===== src/rtl/split_stream_to_two_sfft_pkg.sv =====
// Shared types and sizing helpers for the even/odd input splitter.
package split_stream_to_two_sfft_pkg;

  localparam int SIZE_BUFFER_DEF = 4;
  localparam int NFFT            = 1 << SIZE_BUFFER_DEF;
  localparam int NFFT_HALF       = NFFT / 2;

  typedef enum logic {
    S_EVEN = 1'b0,
    S_ODD  = 1'b1
  } state_t;

  function automatic int half_nfft(input int size_buffer);
    return 1 << (size_buffer - 1);
  endfunction

  // {even_i, even_q, odd_i, odd_q, pair_index}
  function automatic int pair_rec_w(input int size_data, input int size_buffer);
    return 4 * size_data + size_buffer - 1;
  endfunction

endpackage


===== src/rtl/split_stream_to_two_sfft_if.sv =====
// Sample-stream input and paired even/odd output bundle of the splitter.
interface split_stream_to_two_sfft_if #(
  parameter int SIZE_BUFFER = 4,
  parameter int SIZE_DATA   = 16
);
  logic                   in_valid;
  logic                   in_ready;
  logic                   in_sof;
  logic [SIZE_DATA-1:0]   in_data_i;
  logic [SIZE_DATA-1:0]   in_data_q;
  logic [SIZE_DATA-1:0]   data_to_secondFFT_chet_i;
  logic [SIZE_DATA-1:0]   data_to_secondFFT_chet_q;
  logic [SIZE_DATA-1:0]   data_to_secondFFT_Nchet_i;
  logic [SIZE_DATA-1:0]   data_to_secondFFT_Nchet_q;
  logic                   pair_valid;
  logic                   ready_chet;
  logic                   ready_Nchet;
  logic [SIZE_BUFFER-2:0] pair_index;
  logic                   pair_first;
  logic                   pair_last;
  logic                   frame_done;
  logic                   sof_err;

  modport slave (
    input  in_valid, in_sof, in_data_i, in_data_q, ready_chet, ready_Nchet,
    output in_ready, data_to_secondFFT_chet_i, data_to_secondFFT_chet_q,
           data_to_secondFFT_Nchet_i, data_to_secondFFT_Nchet_q,
           pair_valid, pair_index, pair_first, pair_last, frame_done, sof_err
  );

  modport master (
    output in_valid, in_sof, in_data_i, in_data_q, ready_chet, ready_Nchet,
    input  in_ready, data_to_secondFFT_chet_i, data_to_secondFFT_chet_q,
           data_to_secondFFT_Nchet_i, data_to_secondFFT_Nchet_q,
           pair_valid, pair_index, pair_first, pair_last, frame_done, sof_err
  );
endinterface


===== src/rtl/split_stream_to_two_sfft_pair_fifo2.sv =====
// Two-entry registered FIFO; the head register holds its last value when empty.
module pair_fifo2 #(
  parameter int W = 8
) (
  input  logic         clk,
  input  logic         reset,
  input  logic         push,
  input  logic         pop,
  input  logic [W-1:0] din,
  output logic [W-1:0] dout,
  output logic         full,
  output logic         empty,
  output logic [1:0]   count
);
  logic [W-1:0] head, tail;
  logic         do_push, do_pop;

  assign do_pop  = pop && (count != 2'd0);
  assign do_push = push && ((count != 2'd2) || do_pop);

  always_ff @(posedge clk or posedge reset) begin
    if (reset) begin
      head  <= '0;
      tail  <= '0;
      count <= 2'd0;
    end else begin
      case ({do_push, do_pop})
        2'b10: begin
          if (count == 2'd0) head <= din;
          else               tail <= din;
          count <= count + 2'd1;
        end
        2'b01: begin
          if (count == 2'd2) head <= tail;
          count <= count - 2'd1;
        end
        2'b11: begin
          if (count == 2'd1) head <= din;
          else begin
            head <= tail;
            tail <= din;
          end
        end
        default: ;
      endcase
    end
  end

  assign dout  = head;
  assign full  = (count == 2'd2);
  assign empty = (count == 2'd0);
endmodule


===== src/rtl/split_stream_to_two_sfft.sv =====
// De-interleaves NFFT-sample frames into even/odd pairs fed in lock-step to two sub-FFTs.
module split_stream_to_two_sfft
  import split_stream_to_two_sfft_pkg::*;
#(
  parameter int SIZE_BUFFER = 4,
  parameter int SIZE_DATA   = 16
) (
  input logic                    clk,
  input logic                    reset,
  split_stream_to_two_sfft_if.slave s
);
  localparam int PW    = SIZE_BUFFER - 1;
  localparam int REC_W = pair_rec_w(SIZE_DATA, SIZE_BUFFER);

  state_t                 state, state_d;
  logic [SIZE_BUFFER-1:0] sample_idx, sample_idx_d;
  logic [SIZE_DATA-1:0]   hold_i, hold_q;
  logic                   xfer, resync, take_even, push, pop;
  logic [REC_W-1:0]       push_rec, head_rec;
  logic [PW-1:0]          head_idx;
  logic [1:0]             fifo_count;
  logic                   fifo_full, fifo_empty;

  assign xfer   = s.in_valid & s.in_ready;
  // in_sof anywhere but even slot 0 restarts framing with this sample as index 0
  assign resync = xfer & s.in_sof & ((state != S_EVEN) | (sample_idx != '0));
  assign pop    = s.pair_valid & s.ready_chet & s.ready_Nchet;

  always_comb begin
    state_d      = state;
    sample_idx_d = sample_idx;
    push         = 1'b0;
    take_even    = 1'b0;
    if (xfer) begin
      sample_idx_d = sample_idx + SIZE_BUFFER'(1);
      if (resync) begin
        state_d      = S_ODD;
        sample_idx_d = SIZE_BUFFER'(1);
        take_even    = 1'b1;
      end else if (state == S_EVEN) begin
        state_d   = S_ODD;
        take_even = 1'b1;
      end else begin
        state_d = S_EVEN;
        push    = 1'b1;
      end
    end
  end

  always_ff @(posedge clk or posedge reset) begin
    if (reset) state <= S_EVEN;
    else       state <= state_d;
  end

  always_ff @(posedge clk or posedge reset) begin
    if (reset) begin
      sample_idx   <= '0;
      hold_i       <= '0;
      hold_q       <= '0;
      s.sof_err    <= 1'b0;
      s.frame_done <= 1'b0;
    end else begin
      sample_idx   <= sample_idx_d;
      s.frame_done <= pop & s.pair_last;
      if (resync) s.sof_err <= 1'b1;
      if (take_even) begin
        hold_i <= s.in_data_i;
        hold_q <= s.in_data_q;
      end
    end
  end

  // pair index is the odd sample's frame position halved, so a resync lands on 0
  assign push_rec = {hold_i, hold_q, s.in_data_i, s.in_data_q, sample_idx[SIZE_BUFFER-1:1]};

  pair_fifo2 #(.W(REC_W)) u_fifo (
    .clk   (clk),
    .reset (reset),
    .push  (push),
    .pop   (pop),
    .din   (push_rec),
    .dout  (head_rec),
    .full  (fifo_full),
    .empty (fifo_empty),
    .count (fifo_count)
  );

  assign {s.data_to_secondFFT_chet_i, s.data_to_secondFFT_chet_q,
          s.data_to_secondFFT_Nchet_i, s.data_to_secondFFT_Nchet_q, head_idx} = head_rec;

  assign s.in_ready   = (fifo_count < 2'd2) & ~fifo_full;
  assign s.pair_valid = ~fifo_empty;
  assign s.pair_index = head_idx;
  assign s.pair_first = s.pair_valid & (head_idx == '0);
  assign s.pair_last  = s.pair_valid & (head_idx == PW'(half_nfft(SIZE_BUFFER) - 1));
endmodule

===== src/flat_wrapper.sv =====
// flat-port wrapper written by rule: the top's interface ports become plain ports
module split_stream_to_two_sfft_flat import split_stream_to_two_sfft_pkg::*;
#(
  parameter int SIZE_BUFFER = 4,
  parameter int SIZE_DATA   = 16
)
  (clk, reset, s_in_valid, s_in_sof, s_in_data_i, s_in_data_q, s_ready_chet, s_ready_Nchet, s_in_ready, s_data_to_secondFFT_chet_i, s_data_to_secondFFT_chet_q, s_data_to_secondFFT_Nchet_i, s_data_to_secondFFT_Nchet_q, s_pair_valid, s_pair_index, s_pair_first, s_pair_last, s_frame_done, s_sof_err);
  split_stream_to_two_sfft_if #(.SIZE_BUFFER(SIZE_BUFFER), .SIZE_DATA(SIZE_DATA)) s_i ();
  input logic clk;
  input logic reset;
  input wire logic [$bits(s_i.in_valid)-1:0] s_in_valid;
  input wire logic [$bits(s_i.in_sof)-1:0] s_in_sof;
  input wire logic [$bits(s_i.in_data_i)-1:0] s_in_data_i;
  input wire logic [$bits(s_i.in_data_q)-1:0] s_in_data_q;
  input wire logic [$bits(s_i.ready_chet)-1:0] s_ready_chet;
  input wire logic [$bits(s_i.ready_Nchet)-1:0] s_ready_Nchet;
  output wire logic [$bits(s_i.in_ready)-1:0] s_in_ready;
  output wire logic [$bits(s_i.data_to_secondFFT_chet_i)-1:0] s_data_to_secondFFT_chet_i;
  output wire logic [$bits(s_i.data_to_secondFFT_chet_q)-1:0] s_data_to_secondFFT_chet_q;
  output wire logic [$bits(s_i.data_to_secondFFT_Nchet_i)-1:0] s_data_to_secondFFT_Nchet_i;
  output wire logic [$bits(s_i.data_to_secondFFT_Nchet_q)-1:0] s_data_to_secondFFT_Nchet_q;
  output wire logic [$bits(s_i.pair_valid)-1:0] s_pair_valid;
  output wire logic [$bits(s_i.pair_index)-1:0] s_pair_index;
  output wire logic [$bits(s_i.pair_first)-1:0] s_pair_first;
  output wire logic [$bits(s_i.pair_last)-1:0] s_pair_last;
  output wire logic [$bits(s_i.frame_done)-1:0] s_frame_done;
  output wire logic [$bits(s_i.sof_err)-1:0] s_sof_err;
  assign s_i.in_valid = s_in_valid;
  assign s_i.in_sof = s_in_sof;
  assign s_i.in_data_i = s_in_data_i;
  assign s_i.in_data_q = s_in_data_q;
  assign s_i.ready_chet = s_ready_chet;
  assign s_i.ready_Nchet = s_ready_Nchet;
  assign s_in_ready = s_i.in_ready;
  assign s_data_to_secondFFT_chet_i = s_i.data_to_secondFFT_chet_i;
  assign s_data_to_secondFFT_chet_q = s_i.data_to_secondFFT_chet_q;
  assign s_data_to_secondFFT_Nchet_i = s_i.data_to_secondFFT_Nchet_i;
  assign s_data_to_secondFFT_Nchet_q = s_i.data_to_secondFFT_Nchet_q;
  assign s_pair_valid = s_i.pair_valid;
  assign s_pair_index = s_i.pair_index;
  assign s_pair_first = s_i.pair_first;
  assign s_pair_last = s_i.pair_last;
  assign s_frame_done = s_i.frame_done;
  assign s_sof_err = s_i.sof_err;
  split_stream_to_two_sfft #(.SIZE_BUFFER(SIZE_BUFFER), .SIZE_DATA(SIZE_DATA)) u_core (.clk(clk), .reset(reset), .s(s_i));
endmodule

===== config.mk =====
export PLATFORM = sky130hd
export DESIGN_NAME = split_stream_to_two_sfft_flat
export DESIGN_NICKNAME = d
export VERILOG_FILES = /design/src/rtl/split_stream_to_two_sfft_pkg.sv /design/src/rtl/split_stream_to_two_sfft_if.sv /design/src/rtl/split_stream_to_two_sfft_pair_fifo2.sv /design/src/rtl/split_stream_to_two_sfft.sv /design/src/flat_wrapper.sv
export SDC_FILE = /design/constraint.sdc
export NUM_CORES = 1
export LEC_CHECK = 0
export CAP_MARGIN = 5
export CELL_PAD_IN_SITES_DETAIL_PLACEMENT = 1
export CELL_PAD_IN_SITES_GLOBAL_PLACEMENT = 1
export CORE_ASPECT_RATIO = 1.4
export CORE_MARGIN = 4
export CORE_UTILIZATION = 40
export DETAILED_ROUTE_END_ITERATION = 16
export PLACE_DENSITY_LB_ADDON = 0.1
export SLEW_MARGIN = 20
export SYNTH_ARGS = -nofsm -noshare
export SYNTH_HDL_FRONTEND = slang
export SYNTH_SLANG_ARGS = --single-unit
export TNS_END_PERCENT = 100

===== constraint.sdc =====
create_clock -name clk -period 5.4 [get_ports clk]
set_clock_uncertainty 0.05 [all_clocks]
set_input_delay 0.81 -clock clk [delete_from_list [all_inputs] [get_ports clk]]
set_output_delay 0.81 -clock clk [all_outputs]
set_load 0.1 [all_outputs]

# == Word-level counts from Yosys, hierarchy flattened ==
# Cells that the tools add are included.
# totals
out_inout_bits,73
inputBits,38
ff_bits,175
word_cells,63
# op_classes
n_addsub,3
n_eq_ne,11
reduce_logical,12
n_lt_le_gt_ge,1
bitwise,12
mux,15
# ops
cell,n
$mux 67,5
$pmux 67 s3,1
$pmux 67 s2,1
$and 1x1->1,9
$eq 2x2->1 const B,3
$mux 1,6
$ne 2x2->1 const B,3
$reduce_and 3->1,2
$reduce_bool 2->1,3
$add 4x1->4 const B,1
$eq 2x1->1 const B,2
$mux 4,1
$ne 2x1->1 const B,2
$pmux 2 s2,1
$reduce_bool 4->1,1
$eq 3x3->1 const B,1
$logic_not 3->1,1
$reduce_bool 3->1,1
$add 2x1->2 const B,1
$logic_and 1x1->1,2
$logic_not 2->1,1
$lt 2x2->1 const B,1
$not 1->1,2
$sub 2x1->2 const B,1
other kinds (2),2

# == Longest topological paths before layout ==
# depth
ltp_word,12
ltp_mapped,15
ltp_nobuf,9

# == By module ==
# A second synthesis with hierarchy kept.
# hier_totals
hier_cells,660
area_unflattened_um2,7724.9
# by_module_without_submodules
mod,seq_area_each_um2,area_each_um2,cells_each,instances
pair_fifo2,3403.3,6143.4,551,1
split_stream_to_two_sfft,975.9,1581.5,109,1

# == Worst setup path after synthesis ==
# OpenSTA, ideal clock, no wires.
# synth_path
path_type,register to output
start,"register u_core.u_fifo.head[1], in the netlist u_core.u_fifo.dout[1]"
end,output s_pair_first
path_slack_ns,0.760
path_stages_with_launch,2
n_path_buf,0
arrival_time_ns,3.780
required_ns,4.540
cell_sequence,dfrtp_1 -> nor4_1
# synth_via
elab_chain_cells,2
# synth_rtl
item,line,source
from (decl),split_stream_to_two_sfft_pair_fifo2.sv:15,"logic [W-1:0] head, tail;"
from (signal assigned),split_stream_to_two_sfft_pair_fifo2.sv:29,if (count == 2'd0) head <= din;
from (signal assigned),split_stream_to_two_sfft_pair_fifo2.sv:34,if (count == 2'd2) head <= tail;
from (signal assigned),split_stream_to_two_sfft_pair_fifo2.sv:38,if (count == 2'd1) head <= din;
$logic_not 3->1,split_stream_to_two_sfft.sv:94,assign s.pair_first = s.pair_valid & (head_idx == '0);
$and 1x1->1,split_stream_to_two_sfft.sv:94,
to (decl),flat_wrapper.sv:24,output wire logic [$bits(s_i.pair_first)-1:0] s_pair_first;
# No other way between the ends.

# == Final worst setup path ==
# layout_path
start,register u_core.u_fifo.count[1]
end,output s_pair_first
# layout_via
elab_chain_cells,3
# layout_rtl
item,line,source
from (decl),split_stream_to_two_sfft_pair_fifo2.sv:13,output logic [1:0] count
from (signal assigned),split_stream_to_two_sfft_pair_fifo2.sv:31,count <= count + 2'd1;
from (signal assigned),split_stream_to_two_sfft_pair_fifo2.sv:35,count <= count - 2'd1;
$logic_not 2->1,split_stream_to_two_sfft_pair_fifo2.sv:51,assign empty = (count == 2'd0);
$not 1->1,split_stream_to_two_sfft.sv:92,assign s.pair_valid = ~fifo_empty;
$and 1x1->1,split_stream_to_two_sfft.sv:94,
# No other way between the ends.

==> impl_metrics.csv <==
group,metric,value,unit
status,status,"completed",
critical_path,timing.setup.critical_path_class,"reg -> out",
synthesis,synthesis.area,8080,um^2
synthesis,synthArstFlopShare,1.00,
critical_path,crit_path_start,"u_core.u_fifo.count[1]$_DFFE_PP0P_",
critical_path,r2r_start,"u_core.u_fifo.count[1]$_DFFE_PP0P_",
clock_network,cts_hold_buf,0,
synthesis,yosysMostFrequentCell,"dfrtp_1",
detailed_routing,num_vias,6164,
timing,maxSlewHeadroom,0.278,
floorplan,num_rows,61,
floorplan,coreArea,19800,um^2
floorplan,die-area,22600,um^2
critical_path,start_kind,"flip-flop",
clock_network,clockRootBuffer,"clkbuf_16",
clock_network,cts_tree,"done",
global_routing,overflow,0,
timing,hold_viol,0,
flow_run,maxCapViolCount,0,
clock_network,clk_latency,0.44,ns
detailed_routing,wl_per_cell,23.7,um
synthesis,ys_warn_count,0,
critical_path,critPathBufInv,2,
clock_network,clk_pin_slew_worst_paths,0.07,ns
timing,max_freq,270,MHz
floorplan,initial_core_util,0.407,
critical_path,worstSetupEndpointType,"output port",
synthesis,synth_edf_count,0,
global_routing,grt.total_usage,0.217,
floorplan,ios,111,
synthesis,synth_common_cells,"175 x dfrtp_1, 134 x a31oi_1, 70 x o21ai_0, 69 x mux2_2, 67 x o211ai_1",
synthesis,ys_types,38,
place,gp_congestion,0.768,
synthesis,ys.flop_type,"dfrtp_1",
clock_network,cts.sinks,175,
synthesis,netlist_instances,677,
clock_network,cts_setup_buffers,0,
layout,num_antenna_cells,0,
critical_path,cp_top_family,"buffers and inverters",
floorplan,die_y,176,um
timing,drv_slew,0,
critical_path,crit_end,"s_pair_first",
timing,min_period_over_period,0.686,
synthesis,yosys.area.top_type,"dfrtp_1",
detailed_routing,ant_nets,0,
critical_path,crit_slowest_cell,"clkdlybuf4s50_1",
clock_network,clock_path_buffers,2,
clock_network,numCtsBuffers,17,
critical_path,critPathMaxFanout,6,
synthesis,synth_nets,724,
clock_network,cts_resized,0,
critical_path,reg2reg_depth,8,
critical_path,cp_cell_sequence,"inv_1 -> ha_1 -> nor4_1 -> clkdlybuf4s50_1",
critical_path,crit_cells,4,
detailed_routing,first_pass_iters,5,
synthesis,ys_ff_latch,175,
layout,nets,787,
synthesis,synth_top_cell_area_share,0.542,
timing,rsz0062_at_grt,"no",
place,port_buffers,110,
synthesis,yosysSeqAreaShare,0.542,
hold_path,hold_class,"reg -> reg",
layout,drive_gt1_frac,0.207,
critical_path,rrSetupSlack,1.84,ns
detailed_routing,drt_iter0_markers,382,
layout,finalCoreUtilization,0.495,
layout,synthToLayoutAreaGrowth,21.6,%
global_routing,grt_pass1_wl,38400,um
global_routing,grt_max_degree,176,
timing,setup_viol,0,
detailed_routing,totalWireLength,23800,um
global_routing,antenna_found_initial,0,
timing,period_needed,3.71,ns
detailed_routing,drc,0,
timing,tightest_slew,1.08,ns
critical_path,cp.required,4.54,ns
floorplan,die_x,128,um
critical_path,r2r-end,"u_core.u_fifo.tail[54]$_DFFE_PP0P_",
timing,tns,0,ns
place,hpwl,13800,um
synthesis,synthTopCellsByArea,"dfrtp_1 54%, a31oi_1 10%, mux2_2 9.6%",
critical_path,crit_arrival,2.85,ns
synthesis,avgSynthCellArea,11.9,um^2
clock_network,ctsHtreeMaxLevel,4,
global_routing,first_global_vias,6840,
critical_path,slowest_delay,1.19,ns
detailed_routing,vias_per_cell,6.13,
==> area by class of cell <==
cell class | count | area (um^2)
Sequential cell | 175 | 4380
Timing Repair Buffer | 122 | 1220
Fill cell | 2072 | 10000
Clock buffer | 19 | 443
Multi-Input combinational cell | 415 | 3300
Tap cell | 252 | 315
Inverter | 9 | 37.5
Clock inverter | 13 | 129
==> through the flow <==
stage          cell area [um^2]  setup slack, ns  std cells  hold WS, ns
3_3_place_gp               9250             1.41        973        0.391
5_1_grt                    9820             1.57       1005        0.470
2_1_floorplan              8080            0.760        677        0.423
3_5_place_dp               9250             1.33        973        0.398
6_report                   9820             1.69       1005        0.416
4_1_cts                    9820             1.63       1005        0.419
==> layout by cell type (no fill, tap or decap), types with 2 or more instances in the layout <==
master | netlist | routed
a31oi_1 | 134 | 134
buf_12 | 0 | 2
buf_4 | 6 | 10
clkbuf_16 | 0 | 17
clkdlybuf4s50_1 | 0 | 110
clkinv_4 | 0 | 5
clkinvlp_4 | 0 | 3
dfrtp_1 | 175 | 175
ha_1 | 9 | 8
inv_1 | 8 | 6
inv_2 | 1 | 2
inv_6 | 0 | 4
mux2_2 | 69 | 69
mux2_4 | 30 | 30
nand2_1 | 5 | 5
nand2b_2 | 0 | 2
nand3_1 | 2 | 2
nor2_1 | 4 | 4
o211ai_1 | 67 | 67
o21ai_0 | 70 | 70
xnor2_1 | 2 | 2
==> layer usage <==
metal,track usage,part of all wire,vias up
li1,-,-,2707
met1,0.266,0.41,3251
met2,0.390,0.53,173
met3,0.0339,0.033,33
met4,0.0690,0.019,0
met5,0,0,-
==> worst reg2reg max path: stages, from the launching register on <==
cell and delay (ns):
dfrtp_1 0.48, ha_1 0.30, or3b_2 0.51, or2_2 0.34, inv_1 0.12, ha_1 0.21, and2_4 0.16, a211o_4 0.79
mux2_2 0.48
==> state kept, by name, summed over array words and instances, names as in the netlist <==
name                 flops
u_core.u_fifo.dout      67
u_core.u_fifo.tail      67
u_core.hold_i           16
u_core.hold_q           16
u_core.sample_idx        4
u_core.u_fifo.count      2
u_core.s.frame_done      1
u_core.s.sof_err         1
u_core.state             1
==> worst min path at each step <==
stage	depth (start not counted)	to	from
final	1	u_core.s.sof_err$_DFFE_PP0N_	u_core.s.sof_err$_DFFE_PP0N_
after global routing	1	u_core.s.sof_err$_DFFE_PP0N_	u_core.s.sof_err$_DFFE_PP0N_
after CTS	1	u_core.s.sof_err$_DFFE_PP0N_	u_core.s.sof_err$_DFFE_PP0N_
after detailed placement	1	u_core.s.sof_err$_DFFE_PP0N_	u_core.s.sof_err$_DFFE_PP0N_
after global placement	1	u_core.s.sof_err$_DFFE_PP0N_	u_core.s.sof_err$_DFFE_PP0N_
after floorplan	1	u_core.u_fifo.count[0]$_DFFE_PP0P_	u_core.u_fifo.count[0]$_DFFE_PP0P_
==> kinds of logic after synthesis <==
logic type | Yosys count | synth area share
AO/OA/AOI/OAI | 277 | 0.215
flip-flops | 175 | 0.542
multiplexers | 99 | 0.152
buffers and inverters | 87 | 0.0527
AND/OR/NAND/NOR | 28 | 0.0220
adder cells (fa/ha/maj) | 9 | 0.0139
XOR/XNOR | 2 | 0.00217
Power is left out: the tool's default activity adds up to more than one toggle a clock period on the data nets, which glitch-free logic cannot reach.
==> patch, RTL diff (config.mk and constraints unchanged) <==
`SIZE_DATA` is set to 16 in 3 places; all go to 32.
--- a/src/rtl/split_stream_to_two_sfft_if.sv
+++ b/src/rtl/split_stream_to_two_sfft_if.sv
@@ -1,7 +1,7 @@
 // Sample-stream input and paired even/odd output bundle of the splitter.
 interface split_stream_to_two_sfft_if #(
   parameter int SIZE_BUFFER = 4,
-  parameter int SIZE_DATA   = 16
+  parameter int SIZE_DATA   = 32
 );
   logic                   in_valid;
   logic                   in_ready;
--- a/src/rtl/split_stream_to_two_sfft.sv
+++ b/src/rtl/split_stream_to_two_sfft.sv
@@ -3,7 +3,7 @@
   import split_stream_to_two_sfft_pkg::*;
 #(
   parameter int SIZE_BUFFER = 4,
-  parameter int SIZE_DATA   = 16
+  parameter int SIZE_DATA   = 32
 ) (
   input logic                    clk,
   input logic                    reset,
--- a/src/flat_wrapper.sv
+++ b/src/flat_wrapper.sv
@@ -2,7 +2,7 @@
 module split_stream_to_two_sfft_flat import split_stream_to_two_sfft_pkg::*;
 #(
   parameter int SIZE_BUFFER = 4,
-  parameter int SIZE_DATA   = 16
+  parameter int SIZE_DATA   = 32
 )
   (clk, reset, s_in_valid, s_in_sof, s_in_data_i, s_in_data_q, s_ready_chet, s_ready_Nchet, s_in_ready, s_data_to_secondFFT_chet_i, s_data_to_secondFFT_chet_q, s_data_to_secondFFT_Nchet_i, s_data_to_secondFFT_Nchet_q, s_pair_valid, s_pair_index, s_pair_first, s_pair_last, s_frame_done, s_sof_err);
   split_stream_to_two_sfft_if #(.SIZE_BUFFER(SIZE_BUFFER), .SIZE_DATA(SIZE_DATA)) s_i ();
Interface: changed (6 resized); port bits go from 111 to 207. The function was not compared with the original's and may differ.
==> patch against the unedited design <==
Area after synthesis is 89% higher. Core utilization grew 0.12 points. Design area is 90% higher. Sequential share of layout area rose by 0.31 points. Worst hold slack improved by 0.0016 ns. Sequential cell count grew 160. Worst setup slack worse by 0.15 ns. Die area up 83%. Routed wire length is 100% higher.
Power is not shown: default switching activity piles up to over one toggle a cycle in this logic, so the estimate is an artifact.
==> patch: results (changes against the unedited design) <==
stage,metric,value,unit,change
status,status,"finished, final reports clean",,
worst_hold_path,holdPathStages,1,,unchanged
logic_synthesis,syn_area_per_cell,12.08,µm²,+1.2%
logic_synthesis,async_flop_share,1.000,,unchanged
finish,layout.nets,1456,,+85%
worst_setup_path,arrival,4.23,ns,+1.38 ns
placed_design,port_buffers,206,,+87%
worst_setup_path,crit_path_max_fanout,59,,+53
placed_design,globalplace.congestion,0.7339,,-4.4%
placed_design,hpwl,25.62,mm,+86%
route,drtIter0Drc,827,,+120%
finish,layout-drive-gt1-share,0.2030,,-0.004169
logic_synthesis,synth_common_cells,"335 x dfrtp_1, 262 x a31oi_1, 135 x mux2_2, 135 x o21ai_0, 131 x o211ai_1",,
global_route,grt_usage,0.2270,,+0.009675
global_route,grt_pass1_vias,12534,,+83%
clocking,path_clk_slew,0.06,ns,
global_route,grt_pass1_wl,75.87,mm,+97%
worst_hold_path,min_path_type,flip-flop to flip-flop,,
clocking,cts_root_buffer,clkbuf_16,,
logic_synthesis,ys_warn_count,0,,unchanged
clocking,ctsLongestPathBuffers,3,,+1
global_route,antenna_found_initial,1,,+1
logic_synthesis,seq_area_frac_synth,0.5494,,+0.007358
route,wl_per_cell,25.58,µm,+7.8%
route,via_per_inst,6.223,,+1.5%
logic_synthesis,synth_nets,1342,,+85%
clocking,htree_num_levels,2,,-2
logic_synthesis,synth.area.top_cells,"dfrtp_1 55%, a31oi_1 11%, mux2_2 10%",,
placed_design,place_area,0.01749,mm²,+89%
sta,slew_headroom,0.2872,,+0.009526
clocking,cts_setup_buffers,0,,unchanged
placed_design,place_inst,1811,,+86%
logic_synthesis,synth_ff_type,dfrtp_1,,
worst_setup_path,rr_worst_depth,9,,+1
route,firstDrtPassIters,5,,unchanged
logic_synthesis,synthDistinctLibCells,38,,unchanged
global_route,grt_max_degree,179,,+1.7%
clocking,clk_latency,0.51,ns,+0.07 ns
clocking,post_cts_resized,0,,unchanged
route,drt-total-wl,47.92,mm,+100%
clocking,cts-buffers-inserted,36,,+19
patch: cell count changes after synthesis, sizes merged, moves of 37 or more:
cell and change:
o21ai +66, mux2 +96, clkbuf +37, buf +37, dfrtp +160, o211ai +64, a31oi +128
patch: kinds of logic (layout without fill, tap and decap cells):
kind of cell,count (synthesis),in the layout,share of synthesized area
AO/OA/AOI/OAI,534,534,0.2188
flip-flops,335,335,0.5494
multiplexers,196,196,0.1593
buffers and inverters,161,297,0.05248
AND/OR/NAND/NOR,26,26,0.01148
adder cells (fa/ha/maj),9,9,0.007380
XOR/XNOR,2,2,0.001148
other,0,1,0
patch: area by class of cell:
class | count | area, µm²
fillers | 3864 | 18960
repair buffers | 228 | 2372
diodes | 1 | 2.502
clock buffers | 55 | 1094
inverters | 9 | 42.54
clock inverters | 5 | 50.05
well taps | 473 | 591.8
multi-input cells | 767 | 6132
flip-flops and latches | 335 | 8383
patch: stage by stage:
| stage | util | setup slack, ns | hold WS (ns) |
|---|---|---|---|
| detailed placement | 0.4650 | 1.273 | 0.4046 |
| CTS | 0.4953 | 1.505 | 0.4287 |
| global placement | 0.4650 | 1.320 | 0.4134 |
| floorplan | - | 0.06340 | 0.4233 |
| finish | 0.4961 | 1.540 | 0.4176 |
| global route | 0.4961 | 1.271 | 0.4661 |
patch: final timing paths:
check                                                        start                                  end  slack, ns
min in group asynchronous                                    reset  u_core.u_fifo.dout[101]$_DFFE_PP0P_       0.71
worst min register to register        u_core.s.sof_err$_DFFE_PP0N_         u_core.s.sof_err$_DFFE_PP0N_       0.42
max in group asynchronous                                    reset     u_core.sample_idx[2]$_DFFE_PP0P_       3.56
worst min-delay path                  u_core.s.sof_err$_DFFE_PP0N_         u_core.s.sof_err$_DFFE_PP0N_       0.42
worst max register to register  u_core.u_fifo.count[1]$_DFFE_PP0P_   u_core.u_fifo.dout[30]$_DFFE_PP0P_       1.54
worst max-delay path            u_core.u_fifo.count[1]$_DFFE_PP0P_   u_core.u_fifo.dout[30]$_DFFE_PP0P_       1.54
patch: worst max-delay path, cell delays in order, from the launching register on:
cell	delay, ns
dfrtp_1	0.50
inv_1	0.11
ha_1	0.28
and3b_4	0.35
buf_4	0.59
ha_1	0.39
and2_4	0.62
buf_4	0.41
o21ai_0	0.16
a31oi_1	0.23
patch: metal layers:
metal	GRT usage	routed length [µm]	vias to the layer above
li1	-	-	5082
met1	0.3062	20610	6179
met2	0.3753	23580	312
met3	0.03544	2118	83
met4	0.08083	1612	0
met5	0	0	-
